<file path="config.mk">
export PLATFORM = sky130hd
export DESIGN_NAME = sensor_stream_fifo
export DESIGN_NICKNAME = d
export VERILOG_FILES = /design/src/rtl/sensor_stream_fifo.sv
export SDC_FILE = /design/constraint.sdc
export NUM_CORES = 1
export LEC_CHECK = 0
export CORE_ASPECT_RATIO = 0.7
export CORE_MARGIN = 2
export CORE_UTILIZATION = 53
export CTS_CLUSTER_SIZE = 8
export DETAILED_ROUTE_END_ITERATION = 16
export PLACE_DENSITY = 0.82
export SETUP_SLACK_MARGIN = 0.02
export SYNTH_ARGS = -nofsm -noshare
export SYNTH_HDL_FRONTEND = slang
export SYNTH_SLANG_ARGS = --single-unit
</file>
<file path="constraint.sdc">
create_clock -name clk -period 2 [get_ports clk]
set_clock_uncertainty 0.05 [all_clocks]
set_input_delay 0.2 -clock clk [delete_from_list [all_inputs] [get_ports clk]]
set_output_delay 0.2 -clock clk [all_outputs]
set_load 0.05 [all_outputs]
</file>
<file path="src/rtl/sensor_stream_fifo.sv">
// Single-clock streaming FIFO for the sensor path: FWFT or registered read,
// programmable almost-full/almost-empty, occupancy count, flush and sticky error flags.
module sensor_stream_fifo #(
  parameter int DATA_WIDTH    = 8,
  parameter int DEPTH         = 16,
  parameter int ADDR_WIDTH    = 4,
  parameter int AFULL_THRESH  = 12,
  parameter int AEMPTY_THRESH = 2,
  parameter int FWFT          = 1
) (
  input  logic                  clk,
  input  logic                  rst_n,
  input  logic                  flush,
  input  logic                  clr_err,
  input  logic                  wr_en,
  input  logic [DATA_WIDTH-1:0] wr_data,
  input  logic                  rd_en,
  output logic [DATA_WIDTH-1:0] rd_data,
  output logic                  rd_valid,
  output logic                  full,
  output logic                  empty,
  output logic                  almost_full,
  output logic                  almost_empty,
  output logic [ADDR_WIDTH:0]   count,
  output logic                  overflow,
  output logic                  underflow
);

  localparam logic [ADDR_WIDTH:0] DEPTH_C = (ADDR_WIDTH+1)'(DEPTH);
  localparam logic [ADDR_WIDTH:0] AF_C    = (ADDR_WIDTH+1)'(AFULL_THRESH);
  localparam logic [ADDR_WIDTH:0] AE_C    = (ADDR_WIDTH+1)'(AEMPTY_THRESH);

  logic [DATA_WIDTH-1:0] mem [DEPTH];
  logic [ADDR_WIDTH-1:0] wr_ptr;
  logic [ADDR_WIDTH-1:0] rd_ptr;
  logic [ADDR_WIDTH:0]   count_q;
  logic                  overflow_q;
  logic                  underflow_q;
  logic                  wr_acc;
  logic                  rd_acc;
  logic                  ovf_set;
  logic                  unf_set;

  assign count        = count_q;
  assign empty        = (count_q == '0);
  assign full         = (count_q == DEPTH_C);
  assign almost_full  = (count_q >= AF_C);
  assign almost_empty = (count_q <= AE_C);
  assign overflow     = overflow_q;
  assign underflow    = underflow_q;

  // Handshake: wr_en/rd_en are requests held for one cycle; a transfer happens
  // on the edge where wr_acc/rd_acc is high. A read frees its slot in the same
  // cycle, so a full FIFO still accepts a write paired with a read. Requests
  // made while flush is high are ignored and never flag an error.
  assign rd_acc  = ~flush & rd_en & ~empty;
  assign wr_acc  = ~flush & wr_en & (~full | rd_acc);
  assign ovf_set = ~flush & wr_en & full & ~rd_acc;
  assign unf_set = ~flush & rd_en & empty;

  always_ff @(posedge clk) begin
    if (rst_n && wr_acc) mem[wr_ptr] <= wr_data;
  end

  always_ff @(posedge clk) begin
    if (!rst_n) begin
      wr_ptr      <= '0;
      rd_ptr      <= '0;
      count_q     <= '0;
      overflow_q  <= 1'b0;
      underflow_q <= 1'b0;
    end else begin
      // A new error event wins over clr_err; flush leaves the flags alone.
      overflow_q  <= ovf_set | (overflow_q & ~clr_err);
      underflow_q <= unf_set | (underflow_q & ~clr_err);
      if (flush) begin
        wr_ptr  <= '0;
        rd_ptr  <= '0;
        count_q <= '0;
      end else begin
        if (wr_acc) wr_ptr <= wr_ptr + 1'b1;
        if (rd_acc) rd_ptr <= rd_ptr + 1'b1;
        case ({wr_acc, rd_acc})
          2'b10:   count_q <= count_q + 1'b1;
          2'b01:   count_q <= count_q - 1'b1;
          default: count_q <= count_q;
        endcase
      end
    end
  end

  generate
    if (FWFT != 0) begin : g_fwft
      // Head word is driven straight from the array; forced to 0 while empty
      // so stale contents never appear on the bus.
      assign rd_data  = empty ? '0 : mem[rd_ptr];
      assign rd_valid = ~empty;
    end else begin : g_reg
      logic [DATA_WIDTH-1:0] rd_data_q;
      logic                  rd_valid_q;

      always_ff @(posedge clk) begin
        if (!rst_n) begin
          rd_data_q  <= '0;
          rd_valid_q <= 1'b0;
        end else begin
          rd_valid_q <= rd_acc;
          if (rd_acc) rd_data_q <= mem[rd_ptr];
        end
      end

      assign rd_data  = rd_data_q;
      assign rd_valid = rd_valid_q;
    end
  endgenerate

endmodule

</file>
==> results of run 1 <==
-- logic make-up (layout without fill, tap and decap cells) --
family,Yosys count,after routing,share of synthesized area
xor+xnor,5,5,0.007301
buf+inv,20,133,0.01793
flops,147,147,0.7041
fa+ha+maj,6,6,0.01251
mux,52,52,0.1535
compound gates,34,34,0.04546
simple gates,71,71,0.05923
-- power groups by stage --
stage | registers [mW] | clock network, mW | logic, mW
final | 3.35 | 3.21 | 0.268
after global routing | 3.34 | 3.40 | 0.285
after CTS | 3.35 | 3.27 | 0.254
after detailed placement | 3.41 | 0 | 0.248
after global placement | 3.41 | 0 | 0.239
after floorplan | 3.41 | 0 | 0.101
-- sequential cells by signal, summed over array words and instances, names as in the netlist, named ones only --
| name | count |
|---|---|
| underflow | 1 |
| count | 5 |
| mem | 128 |
| rd_ptr | 4 |
| wr_ptr | 4 |
| overflow | 1 |
-- synth_stat cells, drive strengths merged --
library cell,n
dfxtp,19
a21bo,1
a22oi,4
nand4,2
nand2b,6
buf,13
inv,4
a21boi,1
mux4,32
nor4bb,1
o2111ai,1
o22ai,8
mux2i,20
clkbuf,3
or3,1
a21o,1
nor2b,6
ha,6
a2111oi,1
nand3,6
a31oi,1
nand2,14
nor2,25
nor4,1
edfxtp,128
a21oi,5
nor3,2
or3b,2
nor3b,2
o211ai,4
nand3b,2
or4,1
xnor2,2
xor2,3
o21a,3
o21ai,4
-- worst reg2reg max path, stage by stage, from the launching register on --
cell and delay, ns:
dfxtp_4 0.36, or4_4 0.57, o21a_1 0.29, nand2_2 0.17
nor2_2 0.07, buf_4 0.18
-- stage by stage --
step | util | hold WS (ns) | TNS, ns | std cells | setup WS [ns]
detailed placement | 0.6592 | 0.4450 | -3.589 | 559 | -0.1662
global placement | 0.6592 | 0.4160 | -1.206 | 559 | -0.1447
global route | 0.7403 | 0.4634 | -3.469 | 601 | -0.4445
finish | 0.7403 | 0.4334 | -2.871 | 601 | -0.3838
CTS | 0.7208 | 0.4195 | -3.030 | 596 | -0.4054
floorplan | - | 0.2489 | -0.7412 | 335 | -0.1880
-- routing by layer --
layer / routed length (µm) / share of wire / track usage
met5: 0 / 0 / 0
met3: 850 / 0.065 / 0.05745
met1: 5868 / 0.45 / 0.3100
met4: 84 / 0.0065 / 0.08424
met2: 6189 / 0.48 / 0.3404
-- how the worst max path moves through the flow --
| stage | from | endpoint | slack (ns) | depth (start not counted) |
|---|---|---|---|---|
| CTS | flop | rd_data[0] | -0.41 | 6 |
| global route | flop | rd_data[7] | -0.44 | 7 |
| finish | flop | rd_data[7] | -0.38 | 7 |
| global placement | rd_en | count[2] | -0.14 | 10 |
| detailed placement | rd_en | count[2] | -0.17 | 10 |
| floorplan | count[2] | count[2] | -0.19 | 10 |
-- cell type report --
cell class	count	area, µm²
Tap cell	153	191.4
Multi-Input combinational cell	168	1929
Timing Repair Buffer	97	1174
Fill cell	627	2859
Inverter	4	15.01
Sequential cell	147	4239
Clock inverter	11	162.7
Clock buffer	21	440.4
-- repair_timing --
| item | CTS | global route |
|---|---|---|
| endpoints found under the hold margin | 0 | 0 |
| cloned | 0 | 3 |
| gates resized for setup | 8 | 23 |
| pin swaps | 1 | 8 |
| endpoints found under the setup margin | 11 | 21 |
| buffers inserted | 5 | 2 |
==> out/results.md, run 1 <==
| Step | Parameter | Reported |
|---|---|---|
| critical path | Crit path required time | 1.75 ns |
| yosys | Synthesized flop and latch total | 147 |
| grt | Number of global-route vias before repair | 3481 |
| critical path | Reg-to-reg startpoint | count[1] |
| floorplanning | DIE AREA | 12200 µm² |
| final layout | Final std cell area, no fill | 8152 µm² |
| power | Net switching fraction of the power | 0.1897 |
| route | DR pass1 iterations | 4 |
| clock network | Hold buffer count at cts | 0 |
| yosys | Distinct cells, synth | 41 |
| route | WL/cell | 21.62 µm |
| yosys | Area fraction of the dominant cell type after synthesis | 0.6407 |
| power | Worst voltage drop across the vdd grid | 0.6098 mV |
| critical path | R2r worst-path depth | 5 |
| power | Internal | 5.531 mW |
| yosys | Sequential-to-total area share from yosys stat | 0.7041 |
| yosys | Post-synth design cell area | 6000 µm² |
| final layout | Final net count | 455 |
| final layout | Layout Area Growth over Synthesis | 35.87% |
| timing | Highest Clock Rate | 0.4195 GHz |
| place | Final weighted congestion of routability-driven global placement | 0.8213 |
| route | Residual DRC count | 0 |
| power | Clock Power Share | 0.471 |
| power | Switching power summed over all nets | 1.295 mW |
| final layout | Share of post-route cells with drive strength above 1 | 0.4286 |
| critical path | Nature of the critical path endpoint | output port |
| timing | Relative slew slack | 0.5989 |
| final layout | Most common cell after layout, fill and taps aside | edfxtp_1 |
| grt | Number of antenna violations at the first check in global routing | 0 |
| yosys | Post-Synthesis Net Count | 355 |
| critical path | Setup crit start kind | flop |
| hold path | Worst hold path endpoint | overflow |
| final layout | Commonest non-fill, non-tap cells in the layout | edfxtp_1, buf_4, mux4_2 |
| critical path | Top Family by Delay on Critical Path | multiplexers |
| critical path | Setup slack of the worst register-to-register path | 0.05 ns |
| clock network | Number of buffers on the longest clock path | 2 |
| clock network | CTS H-tree lvls | 4 |
| floorplanning | Core Area | 11010 µm² |
| power | P per Cell Area | 837.4 nW/µm² |
| clock network | Clk Tree Root Cell | clkbuf_16 |
| route | Via count normalized by instance count | 5.809 |
| timing | Final worst-path setup slack | -0.3838 ns |
| critical path | Data arrival at the endpoint of the critical path | 2.13 ns |
| timing | Final count of hold timing violations | 0 |
| grt | Largest net degree at the start of global routing | 33 |
| yosys | Yosys warning total | 0 |
| yosys | Synthesized area per cell | 17.91 µm² |
| critical path | Crit path top cell by count | buf_12 |
| critical path | Cell with the largest stage delay on the worst path | mux4_2 |
| hold path | Min-Delay Startpoint | clr_err |
| grt | Gr ovfl total | 0 |
| yosys | Cells taking the most area after synthesis | edfxtp_1, mux4_2, dfxtp_1 |
| clock network | Clock sinks | 147 |
| timing | Worst slew pin tran | 0.5998 ns |
| final layout | Antenna Diode Count | 0 |
| yosys | Post-synth top area cell | edfxtp_1 |
| place | Post-placement cell area | 7258 µm² |
| critical path | Crit-path max cell delay | 0.49 ns |
| timing | Setup violation total in the final timing report | 8 |
| timing | Final period utilization | 1.192 |
| timing | Slew Viols, Final | 0 |
| clock network | Clock transition at the registers of the reported paths | 0.06 ns |
| floorplanning | Initial core utilization | 0.5449 |
| yosys | Synth Instances | 335 |
| route | Antenna-violating nets left | 0 |
| route | Total length of routed wires | 12990 µm |
| timing | Period minus WS final | 2.384 ns |
| critical path | Reg-to-reg endpoint | mem[10][3] |
| clock network | Number of CTS-inserted buffers | 17 |
| hold path | Worst Hold Depth | 3 |
| critical path | CP Cell Sequence | buf_12 > buf_12 > mux4_2 > mux2i_1 > buf_4 > o22ai_4 > buf_12 |
| power | Post-layout total power | 6.826 mW |
| critical path | Kind of critical path | flop to output port |
| critical path | Crit Path Max Fanout | 5 |
| clock network | TritonCTS clock tree | done |
| hold path | Type of the worst min-delay path | primary input to flop |
| floorplanning | Site row count | 32 |
| power | Power share of the sequential group | 0.490 |
| floorplanning | DIE WIDTH | 131.2 µm |
| clock network | Clock Latency Late Sink | 0.41 ns |
| route | Vias after detailed routing | 3491 |
| route | Number of design-rule violations left by the first detailed-router iteration | 376 |
| place | Number of buffers inserted by port buffering | 33 |
| critical path | Buffer and inverter count on the worst path | 4 |
| flow run | Number of violations of the max-capacitance limit | 0 |
| power | Combinational share of power | 0.039 |
| place | Sum of net half-perimeters after detailed placement | 8177 µm |
| grt | Global-route wire length before repair | 19530 µm |
| floorplanning | Vertical die dimension | 93.02 µm |
| timing | Setup repair after global routing missed its margin | true |
| floorplanning | Number of top-level design ports | 34 |
| grt | Total global routing track utilization | 0.2213 |
| status | Violated checks | negative setup slack |
| power | Leak Pwr | 2.686 nW |
| status | Run status | finished, violations left |
(Power assumes the default switching activity.)
==> run 2: changes to the inputs <==
- SLEW_MARGIN: unset -> 20
==> results of run 2 <==
No change in the layout: final DEF, timing and power equal those of run 1.
